File: src/rtl/output_stream_reader.sv
// Drains one output-RAM bank per batch into an AXI4-Stream master through a
// credit-controlled first-word-fall-through FIFO, with run-time geometry.
module output_stream_reader #(
  parameter int NUM_BANKS  = 8,
  parameter int BANK_W     = 72,
  parameter int DATA_W     = 64,
  parameter int LSB_DROP   = 8,
  parameter int ADDR_W     = 13,
  parameter int RAM_LAT    = 2,
  parameter int FIFO_DEPTH = 16,
  localparam int BSEL_W    = $clog2(NUM_BANKS)
) (
  input  logic                        clk,
  input  logic                        rst,
  input  logic                        start,
  input  logic [6:0]                  cfg_width_m1,
  input  logic [6:0]                  cfg_height_m1,
  input  logic [9:0]                  cfg_batches_m1,
  input  logic [ADDR_W-1:0]           cfg_base_addr,
  input  logic                        next_batch,
  output logic                        busy,
  output logic                        batch_done,
  output logic                        read_done,
  output logic                        en_rd,
  output logic [ADDR_W-1:0]           addr_rd,
  output logic [BSEL_W-1:0]           bank_sel,
  input  logic [NUM_BANKS*BANK_W-1:0] din,
  input  logic                        m_axis_tready,
  output logic                        m_axis_tvalid,
  output logic [DATA_W-1:0]           m_axis_tdata,
  output logic                        m_axis_tlast
);

  localparam int PTR_W = $clog2(FIFO_DEPTH);
  localparam int CNT_W = PTR_W + 1;

  typedef enum logic [1:0] {S_IDLE, S_WAIT, S_READ, S_DRAIN} state_t;

  state_t              state;
  logic [6:0]          width_m1;
  logic [6:0]          height_m1;
  logic [9:0]          batches_m1;
  logic [9:0]          batch_cnt;
  logic [ADDR_W-1:0]   ptr;
  logic [ADDR_W-1:0]   rd_addr;
  logic [13:0]         rd_cnt;
  logic [13:0]         n_words;
  logic [ADDR_W-1:0]   n_addr;
  logic                en_last;
  logic [CNT_W-1:0]    credit_used;
  logic [CNT_W-1:0]    credit_next;

  logic [RAM_LAT-1:0]  pipe_vld;
  logic [RAM_LAT-1:0]  pipe_last;
  logic [DATA_W-1:0]   bank_word [NUM_BANKS];
  logic [DATA_W-1:0]   wr_data;
  logic                wr;
  logic                wr_last;

  logic [DATA_W:0]     mem [FIFO_DEPTH];
  logic [PTR_W-1:0]    wr_ptr;
  logic [PTR_W-1:0]    rd_ptr;
  logic [CNT_W-1:0]    fifo_cnt;
  logic                pop;
  logic                unused_bits;

  assign n_words = (14'(width_m1) + 14'd1) * (14'(height_m1) + 14'd1);
  assign n_addr  = ADDR_W'(n_words);

  // credit_used counts reads issued but not yet popped from the FIFO, so it
  // covers both data in flight from the RAM and data already queued.
  assign pop         = m_axis_tvalid & m_axis_tready;
  assign credit_next = credit_used + CNT_W'(en_rd) - CNT_W'(pop);

  for (genvar k = 0; k < NUM_BANKS; k++) begin : g_bank
    assign bank_word[k] = din[k*BANK_W + LSB_DROP +: DATA_W];
  end

  assign unused_bits = ^din;
  assign wr_data     = bank_word[bank_sel];
  assign wr          = pipe_vld[RAM_LAT-1];
  assign wr_last     = pipe_last[RAM_LAT-1];

  always_ff @(posedge clk or posedge rst) begin
    if (rst) begin
      state       <= S_IDLE;
      busy        <= 1'b0;
      batch_done  <= 1'b0;
      read_done   <= 1'b0;
      en_rd       <= 1'b0;
      en_last     <= 1'b0;
      addr_rd     <= '0;
      bank_sel    <= '0;
      width_m1    <= '0;
      height_m1   <= '0;
      batches_m1  <= '0;
      batch_cnt   <= '0;
      ptr         <= '0;
      rd_addr     <= '0;
      rd_cnt      <= '0;
      credit_used <= '0;
    end else begin
      batch_done  <= 1'b0;
      read_done   <= 1'b0;
      en_rd       <= 1'b0;
      en_last     <= 1'b0;
      credit_used <= credit_next;
      case (state)
        S_IDLE: begin
          if (start) begin
            width_m1   <= cfg_width_m1;
            height_m1  <= cfg_height_m1;
            batches_m1 <= cfg_batches_m1;
            ptr        <= cfg_base_addr;
            bank_sel   <= '0;
            batch_cnt  <= '0;
            busy       <= 1'b1;
            state      <= S_WAIT;
          end
        end
        S_WAIT: begin
          if (next_batch) begin
            rd_addr <= ptr;
            rd_cnt  <= '0;
            state   <= S_READ;
          end
        end
        S_READ: begin
          if (credit_next < CNT_W'(FIFO_DEPTH)) begin
            en_rd   <= 1'b1;
            addr_rd <= rd_addr;
            rd_addr <= rd_addr + 1'b1;
            rd_cnt  <= rd_cnt + 14'd1;
            if (rd_cnt == n_words - 14'd1) begin
              en_last <= 1'b1;
              state   <= S_DRAIN;
            end
          end
        end
        S_DRAIN: begin
          // The pointer only advances once every bank has had its batch.
          if (pop && m_axis_tlast) begin
            batch_done <= 1'b1;
            bank_sel   <= bank_sel + 1'b1;
            if (bank_sel == BSEL_W'(NUM_BANKS - 1)) ptr <= ptr + n_addr;
            if (batch_cnt == batches_m1) begin
              read_done <= 1'b1;
              busy      <= 1'b0;
              state     <= S_IDLE;
            end else begin
              batch_cnt <= batch_cnt + 10'd1;
              state     <= S_WAIT;
            end
          end
        end
        default: state <= S_IDLE;
      endcase
    end
  end

  always_ff @(posedge clk or posedge rst) begin
    if (rst) begin
      pipe_vld  <= '0;
      pipe_last <= '0;
    end else begin
      pipe_vld[0]  <= en_rd;
      pipe_last[0] <= en_last;
      for (int i = 1; i < RAM_LAT; i++) begin
        pipe_vld[i]  <= pipe_vld[i-1];
        pipe_last[i] <= pipe_last[i-1];
      end
    end
  end

  always_ff @(posedge clk) begin
    if (wr) mem[wr_ptr] <= {wr_last, wr_data};
  end

  always_ff @(posedge clk or posedge rst) begin
    if (rst) begin
      wr_ptr   <= '0;
      rd_ptr   <= '0;
      fifo_cnt <= '0;
    end else begin
      if (wr)  wr_ptr <= wr_ptr + 1'b1;
      if (pop) rd_ptr <= rd_ptr + 1'b1;
      fifo_cnt <= fifo_cnt + CNT_W'(wr) - CNT_W'(pop);
    end
  end

  // Head entry is gated so the stream reads all-zero whenever it is empty.
  assign m_axis_tvalid = (fifo_cnt != '0);
  assign m_axis_tdata  = m_axis_tvalid ? mem[rd_ptr][DATA_W-1:0] : '0;
  assign m_axis_tlast  = m_axis_tvalid ? mem[rd_ptr][DATA_W] : 1'b0;

endmodule

File: config.mk
export PLATFORM = sky130hd
export DESIGN_NAME = output_stream_reader
export DESIGN_NICKNAME = d
export VERILOG_FILES = /design/src/rtl/output_stream_reader.sv
export SDC_FILE = /design/constraint.sdc
export NUM_CORES = 2
export LEC_CHECK = 0
export ABC_AREA = 0
export BUFFER_PORTS_ARGS = -buffer_cell sky130_fd_sc_hd__buf_2
export CELL_PAD_IN_SITES_DETAIL_PLACEMENT = 1
export CELL_PAD_IN_SITES_GLOBAL_PLACEMENT = 2
export CORE_UTILIZATION = 34
export DETAILED_ROUTE_END_ITERATION = 10
export PLACE_DENSITY_LB_ADDON = 0.1
export SYNTH_ARGS = -nofsm -noshare
export SYNTH_HDL_FRONTEND = slang
export SYNTH_SLANG_ARGS = --single-unit
File: constraint.sdc
create_clock -name clk -period 10.4 [get_ports clk]
set_input_delay 0 -clock clk [delete_from_list [all_inputs] [get_ports clk]]
set_output_delay 0 -clock clk [all_outputs]
set_load 0.05 [all_outputs]
==> reports/metrics.cfg <==
[status]
outcome=finished clean

[finish]
final_nets=4225
syn_to_final_growth_pct=21.43
antenna_cells=0
layout-drive-gt1-share=0.4087

[setup_path]
path_common_cell=fa_1
cp-start-kind=register
cp.buffers_inverters=3
cp.required_ns=11.02
path_class=register to register
arrival_ns=7.61
critical_path.max_stage_delay_ns=0.61
cp_max_fo=11
endpoint_kind=register
cp_top_family=adder cells
crit_path_cell_trace=ha_1 > nand3_1 > xor2_1 > or2_2 > fa_1 > fa_1 > inv_1 > fa_1 > inv_1 > fa_1 > inv_1 > ha_1 > a21o_1 > a221oi_2 > xnor2_1 > or4_4 > a2111oi_4 > a311oi_1 > o311a_1 > and3_1 > or3_1
critPathSlowestCell=or4_4

[placement]
pre_cts_ws_ns=3.334
port_buffers=639
gp_congestion=0.7715
dp_hpwl_um=87860

[clock_tree]
cts_tree=done
postCtsSetupBuffers=0
cts_sinks=1159
clk_latency_ns=0.74
cts_root_buf=clkbuf_16
path_clk_slew_ns=0.06
cts.htree.levels=4
cts_max_path_buffers=3
cts_made_buffers=133

[grt]
grt_max_degree=109
grt_pass1_wl_um=213700
grt_pass1_vias=32290
antenna_found_initial=5
gr-usage-all-layers=0.1913
gr-total-overflow=0

[floorplan]
ioPinCount=704
start_util=0.3423
fp.dieH_um=392.8
die-area_um2=154300
std_cell_rows=143
core_um2=151700
dieWidth_um=392.8

[logic_synthesis]
async_reset_ff_frac=0.1027
yosysWarnings=0
syn_inst=2689
synth.distinct_cells=70
post-synth-top-count-cell=edfxtp_1
syn-num-nets=3415
synth_area_um2=51930
synth.top_cell.area_share=0.6014
synth-seq-cells=1159
synth_top_area_cell=edfxtp_1
synth_edf_count=1040
ys_top_cells_by_area=edfxtp_1 (60%), mux4_2 (20%), dfrtp_1 (5.7%)
synth-seq-area-share=0.6587
syn_area_per_cell_um2=19.31
synth_common_cells=edfxtp_1 (1040), mux4_2 (452), dfrtp_1 (119)
synth_ff_type=edfxtp_1

[drt]
detail_route.vias_per_cell=5.128
drt-initial-drc-count=1888
drc=0
post_drt_wl_per_cell_um=26.16
num_vias=28866
first_pass_iters=4
routed_wl_um=147300
final_antenna_net_count=0

[pwr]
clkPwrFrac=0.287
total_power_w=0.01566
p_switching_w=0.005353
p_int_w=0.01030
peakVddDrop_uv=291.2
leakagePower_nw=22.42
power-per-cell-area_nw_per_um2=248.3
share_comb_of_total_power=0.336
power_frac_seq=0.377
swShare=0.3419

[job]
cap_viol_max_count=0

[sta]
max_freq_mhz=143.0
worst_slack_ns=3.408
report.final.slew_viol_count=0
fin_skew_ns=0.03233
rsz0062_at_grt=no
final_hold_viol_count=0
tns_ns=0
period_minus_slack_ns=6.992
slew-limit-headroom=0.3029
post-route-period-util=0.6724
whs_ns=0.04982
setup_viol=0
tightestPinTransition_ns=1.046

[worst_hold_path]
hold_path.class=input port to register

## cells in the final DEF (no fill, tap or decap), types with 5 or more instances in the layout
cell              n
inv_1            91
buf_2           639
nand2_1          58
nor2_1          118
inv_6             8
and2_1           68
a21o_1           10
nand4_1          13
clkinv_2         17
nor3_1           14
dfrtp_4           7
o21ai_0          36
fa_1             38
nor2b_1           7
nand3_1          28
or3_1             8
mux2_2          100
a21oi_1          51
mux2i_1          13
dfrtp_1         112
and2_4           16
ha_1             70
or2_2            13
bufinv_16         7
clkbuf_1         33
xnor2_1          44
clkbuf_16       134
o22ai_1           9
clkbuf_8          5
and3_1           13
dlygate4sd3_1   136
clkinv_1         22
xor2_1           41
mux4_2          452
edfxtp_1       1040
o21a_1            7
buf_4            40
## layout make-up
| type | instances | area [um^2] |
|---|---|---|
| Fill cell | 14897 | 88670 |
| Inverter | 92 | 350.3 |
| Clock inverter | 63 | 620.6 |
| Sequential cell | 1159 | 34230 |
| Clock buffer | 172 | 3546 |
| Timing Repair Buffer | 816 | 4880 |
| Multi-Input combinational cell | 1297 | 16890 |
| Tap cell | 2030 | 2540 |
## cell families (layout without fill, tap and decap cells)
group,after synthesis,after routing,share of synthesized area
flops,1159,1159,0.6587
xor+xnor,89,89,0.01626
mux,565,565,0.2202
compound gates,145,145,0.01747
fa+ha+maj,108,108,0.03151
buf+inv,233,1143,0.01706
simple gates,390,390,0.03877
## repair_timing
item | 4_1_cts | 5_1_grt
endpoints found under the hold margin | 435 | 0
resized for setup | 0 | 0
hold buffers | 136 | 0
## power groups by stage
stage               Sequential, W  Combinational [W]  Clock [W]
finish                    0.00590            0.00526    0.00449
global route              0.00595            0.00564    0.00478
CTS                       0.00591            0.00542    0.00462
detailed placement        0.00601            0.00537          0
global placement          0.00598            0.00530          0
floorplan                 0.00584            0.00385          0
## state kept, by name (all words and copies together) (netlist names), 4 cells and up
register     flops
mem           1040
rd_addr         13
credit_used      5
fifo_cnt         5
wr_ptr           4
rd_cnt          14
rd_ptr           4
ptr             13
height_m1        7
addr_rd         13
width_m1         7
batch_cnt       10
batches_m1      10
## worst register-to-register path: stages (launching register included)
cell	delay, ns
dfrtp_1	0.56
ha_1	0.28
nand3_1	0.11
xor2_1	0.60
or2_2	0.25
fa_1	0.45
fa_1	0.55
inv_1	0.05
fa_1	0.48
inv_1	0.05
fa_1	0.48
inv_1	0.04
ha_1	0.36
a21o_1	0.22
a221oi_2	0.29
xnor2_1	0.21
or4_4	0.61
a2111oi_4	0.25
a311oi_1	0.08
o311a_1	0.43
and3_1	0.20
or3_1	0.36
## metal layers
layer,routed length [um],vias to the layer above,global-route usage,share of wire
met5,10,-,0,0.000068
met4,2356,2,0.04209,0.016
met3,6176,168,0.03287,0.042
met2,76720,597,0.3357,0.52
met1,62000,15570,0.2467,0.42
li1,-,12529,-,-
## path summary, 6_finish.rpt
| path | cells past startpoint | startpoint | end | slack, ns |
|---|---|---|---|---|
| max | 21 | width_m1[0] | state[1] | 3.41 |
| min | 3 | din[177] | mem[12][25] | 0.05 |
| max reg2reg | 21 | width_m1[0] | state[1] | 3.41 |
| min reg2reg | 0 | pipe_vld[0] | pipe_vld[1] | 0.35 |
| max in group asynchronous | 5 | rst | bank_sel[0] | 8.62 |
| min in group asynchronous | 4 | rst | batches_m1[5] | 0.52 |
## metrics by stage
| step | cells | utilization | area, um^2 |
|---|---|---|---|
| final | 5629 | 0.4156 | 63060 |
| after global routing | 5629 | 0.4156 | 63060 |
| after CTS | 5629 | 0.4156 | 63060 |
| after detailed placement | 5258 | 0.3792 | 57530 |
| after global placement | 5258 | 0.3792 | 57530 |
| after floorplan | 2689 | - | 51930 |
No activity file was read; power rests on OpenSTA's default activity.
